==> config.mk <==
export PLATFORM = sky130hd
export DESIGN_NAME = serial_adder_flat
export DESIGN_NICKNAME = d
export VERILOG_FILES = /design/src/rtl/serial_adder_if.sv /design/src/rtl/serial_adder.sv /design/src/flat_wrapper.sv
export SDC_FILE = /design/constraint.sdc
export NUM_CORES = 1
export LEC_CHECK = 0
export ABC_AREA = 1
export BUFFER_PORTS_ARGS = -buffer_cell sky130_fd_sc_hd__buf_4
export CORE_MARGIN = 5
export CORE_UTILIZATION = 45
export DETAILED_ROUTE_END_ITERATION = 16
export PLACE_DENSITY = 0.64
export SYNTH_ARGS = -nofsm -noshare
export SYNTH_HDL_FRONTEND = slang
export SYNTH_SLANG_ARGS = --single-unit
==> constraint.sdc <==
create_clock -name clk -period 1.95 [get_ports clk]
set_clock_uncertainty 0.05 [all_clocks]
set_input_delay 0.39 -clock clk [delete_from_list [all_inputs] [get_ports clk]]
set_output_delay 0.39 -clock clk [all_outputs]
set_load 0.05 [all_outputs]
==> src/rtl/serial_adder_if.sv <==
// Handshake and data bundle for the bit-serial adder.
//   start/a/b/cin : request and operands, driven by the requester
//   busy/done     : progress status and one-cycle completion pulse
//   sum/cout      : result of the last completed addition
// The master modport belongs to the requester; the slave modport belongs to the adder.
interface serial_adder_if #(
  parameter int WIDTH = 8
) ();
  logic             start;
  logic [WIDTH-1:0] a;
  logic [WIDTH-1:0] b;
  logic             cin;
  logic             busy;
  logic             done;
  logic [WIDTH-1:0] sum;
  logic             cout;

  modport master (output start, a, b, cin, input busy, done, sum, cout);
  modport slave  (input start, a, b, cin, output busy, done, sum, cout);
endinterface

==> src/rtl/serial_adder.sv <==
// Bit-serial WIDTH-bit adder. Each cycle a 1-bit full-adder cell adds one bit pair,
// LSB first, and the carry is held in a flip-flop until the next bit.
// Ports:
//   clk   : rising-edge clock
//   rst_b : asynchronous active-low reset
//   bus   : serial_adder_if.slave
//           start/a/b/cin in; busy/done/sum/cout out
//
// state | meaning
// IDLE  | waiting for start; sum/cout hold the last result
// ADD   | one bit pair consumed per clock, WIDTH clocks in total
module serial_adder #(
  parameter int WIDTH = 8
) (
  input  logic          clk,
  input  logic          rst_b,
  serial_adder_if.slave bus
);

  localparam int CW = $clog2(WIDTH) + 1;

  typedef enum logic {IDLE, ADD} state_t;

  state_t           state_q, state_d;
  logic [WIDTH-1:0] a_q, b_q, r_q, sum_q;
  logic             c_q, cout_q, done_q;
  logic [CW-1:0]    cnt_q;
  logic             fa_s, fa_c, last_bit;

  // Full-adder cell on the current LSBs and the stored carry.
  assign fa_s = a_q[0] ^ b_q[0] ^ c_q;
  assign fa_c = (a_q[0] & b_q[0]) | (a_q[0] & c_q) | (b_q[0] & c_q);

  assign last_bit = (state_q == ADD) && (cnt_q == CW'(WIDTH - 1));

  always_ff @(posedge clk or negedge rst_b) begin
    if (!rst_b) state_q <= IDLE;
    else        state_q <= state_d;
  end

  always_comb begin
    state_d = state_q;
    case (state_q)
      IDLE:    if (bus.start) state_d = ADD;
      ADD:     if (last_bit)  state_d = IDLE;
      default: state_d = IDLE;
    endcase
  end

  always_ff @(posedge clk or negedge rst_b) begin
    if (!rst_b) begin
      a_q    <= '0;
      b_q    <= '0;
      r_q    <= '0;
      c_q    <= 1'b0;
      cnt_q  <= '0;
      sum_q  <= '0;
      cout_q <= 1'b0;
      done_q <= 1'b0;
    end else begin
      done_q <= 1'b0;
      if (state_q == IDLE) begin
        if (bus.start) begin
          a_q   <= bus.a;
          b_q   <= bus.b;
          c_q   <= bus.cin;
          r_q   <= '0;
          cnt_q <= '0;
        end
      end else begin
        a_q   <= a_q >> 1;
        b_q   <= b_q >> 1;
        r_q   <= {fa_s, r_q[WIDTH-1:1]};
        c_q   <= fa_c;
        cnt_q <= cnt_q + 1'b1;
        // The final bit goes straight into sum; r_q is not yet fully shifted.
        if (last_bit) begin
          sum_q  <= {fa_s, r_q[WIDTH-1:1]};
          cout_q <= fa_c;
          done_q <= 1'b1;
        end
      end
    end
  end

  assign bus.busy = (state_q == ADD);
  assign bus.done = done_q;
  assign bus.sum  = sum_q;
  assign bus.cout = cout_q;

endmodule

==> src/flat_wrapper.sv <==
// flat-port wrapper written by rule: the top's interface ports become plain ports
module serial_adder_flat 
#(
  parameter int WIDTH = 8
)
  (clk, rst_b, bus_start, bus_a, bus_b, bus_cin, bus_busy, bus_done, bus_sum, bus_cout);
  serial_adder_if #(.WIDTH(WIDTH)) bus_i ();
  input  logic clk;
  input  logic rst_b;
  input wire logic [$bits(bus_i.start)-1:0] bus_start;
  input wire logic [$bits(bus_i.a)-1:0] bus_a;
  input wire logic [$bits(bus_i.b)-1:0] bus_b;
  input wire logic [$bits(bus_i.cin)-1:0] bus_cin;
  output wire logic [$bits(bus_i.busy)-1:0] bus_busy;
  output wire logic [$bits(bus_i.done)-1:0] bus_done;
  output wire logic [$bits(bus_i.sum)-1:0] bus_sum;
  output wire logic [$bits(bus_i.cout)-1:0] bus_cout;
  assign bus_i.start = bus_start;
  assign bus_i.a = bus_a;
  assign bus_i.b = bus_b;
  assign bus_i.cin = bus_cin;
  assign bus_busy = bus_i.busy;
  assign bus_done = bus_i.done;
  assign bus_sum = bus_i.sum;
  assign bus_cout = bus_i.cout;
  serial_adder #(.WIDTH(WIDTH)) u_core (.clk(clk), .rst_b(rst_b), .bus(bus_i));
endmodule
# Yosys cells after proc, flatten, opt, wreduce, memory -nomap -nowiden
# Index checks and enable logic that the tools add are counted.
op_classes:
  n_addsub: 1
  n_eq_ne: 1
  muxes: 15
  n_bitwise: 8
  reduce_logical: 3
op_table:
  columns: ["op", "n"]
  rows:
  - ["8-bit two-way mux", 6]
  - ["4-bit two-way mux", 2]
  - ["1-bit two-way mux", 6]
  - ["4-bit by 1-bit adder with 4-bit output, second input constant", 1]
  - ["4-bit by 3-bit == test with 1-bit output, second input constant", 1]
  - ["1-bit AND", 3]
  - ["1-bit bitwise OR", 2]
  - ["1-bit case mux with 2 select lines", 1]
  - ["2-bit AND reduction", 1]
  - ["2-bit nonzero test", 1]
  - ["1-bit bitwise XOR", 2]
  - ["1-bit logical AND", 1]
  - ["1-bit NOT", 1]
totals:
  regBits: 40
  inputBits: 20
  out_inout_bits: 11
  word_cells: 37

# Logic depth before layout (Yosys ltp)
# Gate-level depths: netlist (run 1).
depth:
  ltp_word: 4
  depth_mapped: 7
  depth_no_buf: 6

# Worst setup path before layout (run 1)
# Ideal clock, no wire load.
synth_path:
  path_kind: "register to register"
  start: "register u_core.state_q, in the netlist u_core.bus.busy"
  end: "register u_core.cout_q, in the netlist u_core.bus.cout"
  setup_time_ns: 0.119
  arrival_ns: 1.206
  required_ns: 1.781
  setup_slack_ns: 0.575
  path_stages_with_launch: 6
  path_buffers: 0
  period_less_slack_ns: 1.375
  cell_sequence: "dfrtp_1 -> nand2_1 -> inv_2 -> nand2_4 -> nand2_1 -> nand2_1"
synth_via:
  elab_chain_len: 2
synth_lines:
  columns: ["item", "line_no", "source"]
  rows:
  - ["from (decl)", "serial_adder.sv:24", "state_t state_q, state_d;"]
  - ["from (signal assigned)", "serial_adder.sv:38", "else state_q <= state_d;"]
  - ["1-bit logical AND", "serial_adder.sv:34", "assign last_bit = (state_q == ADD) && (cnt_q == CW'(WIDTH - 1));"]
  - ["2-bit AND reduction (no line) *", null, null]
  - ["to (signal assigned)", "serial_adder.sv:58", "cout_q <= 1'b0;"]
  - ["to (signal assigned)", "serial_adder.sv:79", "cout_q <= fa_c;"]
  - ["to (decl)", "serial_adder.sv:26", "logic c_q, cout_q, done_q;"]
# Mark *: on every way between the ends. The rest lies on a longest branch, timed or not.
# A chain may end at the register's enable or synchronous reset.

# Final worst setup path (run 1)
layout_path:
  start: "register u_core.state_q, in the netlist u_core.bus.busy"
  end: "output port bus_busy"
layout_lines:
  columns: ["item", "line_no", "source"]
  rows:
  - ["to (decl)", "flat_wrapper.sv:14", "output wire logic [$bits(bus_i.busy)-1:0] bus_busy;"]
# No word-level cell between the ends.

==> summary.md, run 1 <==
| Metric | Value |
|---|---|
| Status | complete, no violations |
| Num CTS Buffers | 5 |
| Clk sinks | 39 |
| H-tree depth | 2 |
| Mapped Nets | 206 |
| Overflow after GRT | 0 |
| Placed inst area | 0.001911 mm2 |
| Final Hold Violating Endpoints | 0 |
| Starting DRT DRC Count | 60 |
| Post-synthesis cell type count | 17 |
| Post_cts resized | 0 |
| Share of cells above drive strength 1 | 0.2055 |
| Max-slew violation count | 0 |
| Lkg Pwr | 1.083 nW |
| Clk buf depth | 2 |
| First-pass GRT wire length | 5444 um |
| Nets | 240 |
| Design Area, Final | between 0.0015 and 0.002 mm2 |
| Vias per inst | 4.644 |
| Vias in the first global route | 1216 |
| Layout area overhead | 21.03% |
| Worst Setup End Kind | output port |
| Die width | 70.52 um |
| Initial cell density of the core | 0.4570 |
| Core Area | 0.003606 mm2 |
| Final Cycle Share | 0.7479 |
| Avg Cell Area, Syn | roughly 9 um2 |
| Most frequent cells in the layout | 81 x nand2_1, 39 x dfrtp_1, 32 x buf_4, 24 x nand3_1, 14 x inv_1 |
| Slowest stage cell, crit path | dfrtp_1 |
| Final ANT Viol Nets | 0 |
| Die H | 70.52 um |
| Port Buffer Count | 30 |
| Fillers | around 340 |
| Rel. slew slack | 0.6839 |
| Bufs and invs on worst path | 1 |
| VDD IR-drop max | 0.0006634 V |
| RSZ-0062 raised after global routing | false |
| Crit-path max cell delay | 0.48 ns |
| Max-cap violations | 0 |
| Commonest non-fill, non-tap cell in the layout | nand2_1 |
| CP arrival | 1.02 ns |
| Yosys warns | 0 |
| Setup-failing EPs final | 0 |
| Synth Instances | roughly 180 |
| Number of diodes | 0 |
| CP Max Fanout | 8 |
| Mapped cell area | 0.001648 mm2 |
| Post-CTS setup buffers | 0 |
| Number of core rows | 22 |
| CP Launch Type | flip-flop |
| WL per Instance | 11.37 um |
| Post-detail-place hpwl | 2211 um |
| Number of synthesized register bits | 39 |
| CTS tree | built |
| # hold bufs at CTS | 0 |
| Max Clk Rate | 0.6856 GHz |
| Largest net degree at the start of global routing | 40 |
| Gr usage total | 0.1392 |
| Post-route DRC | 0 |
| Sequential fraction of the synthesis area | 0.5923 |
| Tmin final | approximately 1.5 ns |
| Pwr per Cell Area | 1566 mW/mm2 |
| CP delay by family, top | flip-flops |
| Initial antenna violation count | 0 |
| CP Cell Sequence | buf_4 |
| Total length of routed wires | 3035 um |
| Hold Path Class | input pin to asynchronous set/reset pin |
| Data required, critical path | roughly 1.5 ns |
| WS Path Type | flip-flop to output port |
| First drt pass iteration count | 4 |
| Worst-path clk slew | 0.07 ns |
| Worst skew pair latency | 0.28 ns |
| GPL Wtd Cong | 0.7454 |
| Vias | 1240 |
| Worst-margin pin slew | 0.4741 ns |
| Full die area | 0.004972 mm2 |
| Io pins | 31 |
| Setup TNS | 0 ns |
| Clock Tree Root | clkbuf_8 |
cell usage after synthesis:
library cell,instances,share of area
o21ai_0,4,0.012
fa_1,1,0.012
nor2_4,1,0.0068
dfrtp_1,39,0.59
buf_6,2,0.014
inv_1,14,0.032
nand2_1,81,0.18
ha_1,1,0.0076
inv_2,2,0.0046
nand3_1,24,0.073
nor2_8,1,0.012
a21oi_1,1,0.0030
nor2_1,3,0.0068
o211ai_1,1,0.0046
buf_2,3,0.0091
o22ai_1,5,0.019
nand2_4,1,0.0068
per-layer routing:
| metal | up-vias | global-route usage | part of all wire |
|---|---|---|---|
| met4 | 0 | 0.06383 | 0.019 |
| met1 | 565 | 0.1660 | 0.44 |
| met5 | - | 0 | 0 |
| met3 | 7 | 0.05324 | 0.067 |
| met2 | 27 | 0.2225 | 0.47 |
| li1 | 641 | - | - |
report_power, final:
part / total [mW] / internal [mW] / switching, mW
registers: 1.31 / 1.12 / 0.196
clock network: 0.507 / 0.244 / 0.263
logic: 1.30 / 0.427 / 0.875
path summary, 6_finish.rpt:
| path | cells past startpoint | slack [ns] | start | to |
|---|---|---|---|---|
| max | 1 | 0.49 | u_core.bus.busy | bus_busy |
| min | 1 | 0.01 | rst_b | u_core.b_q[7] |
| max reg2reg | 4 | 0.65 | u_core.bus.busy | u_core.r_q[7] |
| min reg2reg | 2 | 0.43 | u_core.bus.sum[4] | u_core.bus.sum[4] |
| max in group asynchronous | 1 | 1.51 | rst_b | u_core.b_q[2] |
| min in group clk | 3 | 0.26 | bus_b[2] | u_core.b_q[2] |
sequential cells by signal (all words and copies together), names as in the netlist, 4 cells and up:
register,flops
u_core.cnt_q,4
u_core.a_q,8
u_core.b_q,8
u_core.bus.sum,8
u_core.r_q,7
cells by family (layout without fill, tap and decap cells):
kind of cell,Yosys count,count (layout),share of synthesized area
DFF,39,39,0.5923
and+or+nand+nor,111,111,0.2901
buffers and inverters,21,56,0.05922
AOI/OAI and AO/OA,11,11,0.03872
adders and majority gates,2,2,0.01974
layout make-up:
class	instances	area (um2)	share of cell area
inverters	16	60.06	0.03011
flip-flops and latches	39	975.9	0.4893
multi-input cells	124	574.3	0.2880
clock inverters	3	15.01	0.007528
repair buffers	32	240.2	0.1205
well taps	48	60.06	0.03011
clock buffers	5	68.82	0.03450
through the flow:
| step | power [mW] | worst slack (ns) | instances | hold slack (ns) | utilization |
|---|---|---|---|---|---|
| finish | 3.124 | 0.4915 | 267 | 0.01254 | 0.5531 |
| global route | 3.370 | 0.4190 | 267 | 0.04656 | 0.5531 |
| CTS | 3.167 | 0.4784 | 267 | 0.02041 | 0.5531 |
| detailed placement | 2.652 | 0.6554 | 259 | 0.3350 | 0.5298 |
| global placement | 2.600 | 0.6982 | 259 | 0.3318 | 0.5298 |
| floorplan | 2.285 | 0.5753 | 184 | 0.04441 | - |
(Power assumes the default switching activity.)
==> inputs of run 2 (changes only) <==
==> constraint.sdc (replaced) <==
create_clock -name clk -period 1.5 [get_ports clk]
set_clock_uncertainty 0.05 [all_clocks]
set_input_delay 0.3 -clock clk [delete_from_list [all_inputs] [get_ports clk]]
set_output_delay 0.3 -clock clk [all_outputs]
set_load 0.05 [all_outputs]
==> run 2 against run 1 <==
  * Sequential share of layout area fell by 1.3 points
  * Register-to-register slack worse by 0.39 ns
  * Die area unchanged
  * Critical path depth unchanged
  * Sequential power grew 29%
  * Worst setup slack got worse by 0.27 ns
  * Sequential cell count is the same
  * Via count increased by 2.5%
  * Core utilization increased by 1.6 points
  * Non-clock buffer count rose by 1
  * Final cell count is 0.37% higher
  * Critical path type unchanged
  * Largest cell class unchanged
  * Highest routed layer unchanged
==> summary.md, run 2 (synthesis results as in run 1) <==
| Metric | Value |
|---|---|
| Max-slew violation count | 0 (unchanged) |
| Number of core rows | 22 (unchanged) |
| Met3 wire len | 224 um (+9.8%) |
| Post-layout util | 0.5687 (+0.01561) |
| Number of diodes | 0 (unchanged) |
| Clk buf depth | 2 (unchanged) |
| RSZ-0062 raised after global routing | false |
| Setup TNS | 0 ns (unchanged) |
| Clock Tree Root | clkbuf_8 |
| Worst r2r src | u_core.c_q |
| Max-cap violations | 0 (unchanged) |
| CP delay by family, top | flip-flops |
| Fillers | 339 (+0.89%) |
| Placed inst area | 0.001923 mm2 (+0.65%) |
| WS Path Type | flip-flop to output port |
| Io pins | 31 (unchanged) |
| Final Hold Violating Endpoints | 0 (unchanged) |
| Crit-path max cell delay | 0.42 ns (-0.06 ns) |
| Gr usage total | 0.1344 (-0.004784) |
| Wire length on met2 | 1477 um (+3.3%) |
| End of the critical path | bus_busy |
| Status | complete, no violations |
| GPL Wtd Cong | 0.7311 (-1.9%) |
| CTS tree | built |
| Largest net degree at the start of global routing | 40 (unchanged) |
| Worst skew pair latency | 0.29 ns (about the same) |
| Worst-path clk slew | 0.07 ns (about the same) |
| Final Cycle Share | 0.8531 |
| Post-CTS setup buffers | 0 (unchanged) |
| Setup-failing EPs final | 0 (unchanged) |
| Most frequent cells in the layout | 81 x nand2_1, 39 x dfrtp_1, 31 x buf_4, 24 x nand3_1, 14 x inv_1 |
| Initial cell density of the core | 0.4570 (unchanged) |
| Commonest non-fill, non-tap cell in the layout | nand2_1 |
| WL met1 | 1262 um (-5.9%) |
| Bufs and invs on worst path | 1 (unchanged) |
| Port Buffer Count | 30 (unchanged) |
| # hold bufs at CTS | 1 (+1) |
| Lkg Pwr | 1.103 nW (+1.9%) |
| Final ANT Viol Nets | 0 (unchanged) |
| Design Area, Final | 0.002051 mm2 (+2.8%) |
| Post-detail-place hpwl | 2161 um (-2.2%) |
| First-pass GRT wire length | 5340 um (-1.9%) |
| Overflow after GRT | 0 (unchanged) |
| Vias in the first global route | 1261 (+3.7%) |
| Rel. slew slack | 0.6801 (-0.003826) |
| Slowest stage cell, crit path | dfrtp_1 |
| Pint | 2.563 mW (+43%) |
| VDD IR-drop max | 0.001032 V (+56%) |
| R2r setup slk | 0.26 ns (-0.39 ns) |
| Worst Setup End Kind | output port |
| Core Area | 0.003606 mm2 (unchanged) |
| Vias | 1271 (+2.5%) |
| H-tree depth | 2 (unchanged) |
| Crit path depth | 1 (unchanged) |
| Net Switching | 1.729 mW (+30%) |
| First drt pass iteration count | 4 (unchanged) |
| Max Clk Rate | between 0.7 and 0.8 GHz |
| FF-to-FF End | u_core.bus.sum[7] |
| Crit path launch | u_core.bus.busy |
| Pwr per Cell Area | 2092 mW/mm2 (+34%) |
| Reg2Reg Depth | 3 (-1) |
| Data required, critical path | 1.15 ns (-0.36 ns) |
| Share of cells above drive strength 1 | 0.2045 (-0.0009340) |
| Combinational share of power | 0.400 (-0.017) |
| Tmin final | around 1.3 ns |
| Top sig layer | met4 |
| Hold_ws | 0.1577 ns (+0.1452 ns) |
| CP arrival | 0.93 ns (-0.09 ns) |
| Clk sinks | 39 (unchanged) |
| Sw Ratio | 0.4028 (-0.02406) |
| Total length of routed wires | 2996 um (-1.3%) |
| Clock power share | 0.206 (+0.044) |
| Worst-margin pin slew | 0.4799 ns (+0.005738 ns) |
| Layout area overhead | 24.45% |
| Initial antenna violation count | 0 (unchanged) |
| Full die area | 0.004972 mm2 (unchanged) |
| Num CTS Buffers | 5 (unchanged) |
| CP Cell Sequence | buf_4 |
| Starting DRT DRC Count | 85 (+42%) |
| WL per Instance | 11.18 um (-1.7%) |
| CP Launch Type | flip-flop |
| Post-route DRC | 0 (unchanged) |
| Hold Path Class | input pin to flip-flop |
| Post_cts resized | 0 (unchanged) |
| Reg power frac | 0.394 (-0.027) |
| Die H | 70.52 um (unchanged) |
| Nets | 241 (+0.42%) |
| Die width | 70.52 um (unchanged) |
| CP Max Fanout | 5 (-3) |
| Vias per inst | 4.743 (+2.1%) |
## run 2: changes by cell type in the layout (fill, tap and decap cells not counted), sizes merged
cell         previous run  this run
clkbuf                  5         6
dlygate4sd3             0         1
clkinv                  3         1
bufinv                  0         1
## run 2: power by group through the flow
stage / logic [mW] / registers (mW) / clock network (mW)
4_1_cts: 1.75 / 1.70 / 0.907
6_report: 1.71 / 1.69 / 0.885
2_1_floorplan: 0.894 / 2.08 / 0
3_5_place_dp: 1.74 / 1.71 / 0
5_1_grt: 1.92 / 1.74 / 0.953
3_3_place_gp: 1.70 / 1.70 / 0
## run 2: metal layers
metal / global-route usage / up-vias
li1: - / 649
met1: 0.1587 / 583
met2: 0.2256 / 35
met3: 0.05468 / 4
met4: 0.03830 / 0
met5: 0 / -
## run 2: layout make-up
class | count | area, um2 | area share
clock inverter | 2 | 35.03 | 0.01708
timing repair buffer | 33 | 262.8 | 0.1281
clock buffer | 6 | 82.58 | 0.04027
multi-input combinational | 124 | 574.3 | 0.2800
tap | 48 | 60.06 | 0.02929
sequential | 39 | 975.9 | 0.4759
inverter | 16 | 60.06 | 0.02929
## run 2: worst min-delay path by stage
stage | slack [ns] | endpoint | cells past startpoint | startpoint
2_1_floorplan | -0.05 | u_core.a_q[0] | 0 | rst_b
3_3_place_gp | 0.24 | u_core.bus.sum[1] | 1 | rst_b
3_5_place_dp | 0.24 | u_core.bus.sum[2] | 1 | rst_b
4_1_cts | 0.15 | u_core.a_q[7] | 3 | bus_a[7]
5_1_grt | 0.15 | u_core.a_q[4] | 3 | bus_a[4]
6_report | 0.16 | u_core.a_q[7] | 3 | bus_a[7]
## run 2: metrics by stage
stage | power (mW) | instances | setup slack (ns)
after floorplan | 2.970 | 184 | 0.1253
after global placement | 3.405 | 259 | 0.2803
after detailed placement | 3.451 | 259 | 0.2634
after CTS | 4.352 | 268 | 0.2060
after global routing | 4.610 | 268 | 0.1267
final | 4.291 | 268 | 0.2203
## run 2: worst min-delay path, stage by stage
cell	delay, ns
buf_4	0.08
nand2_1	0.04
nand2_1	0.05
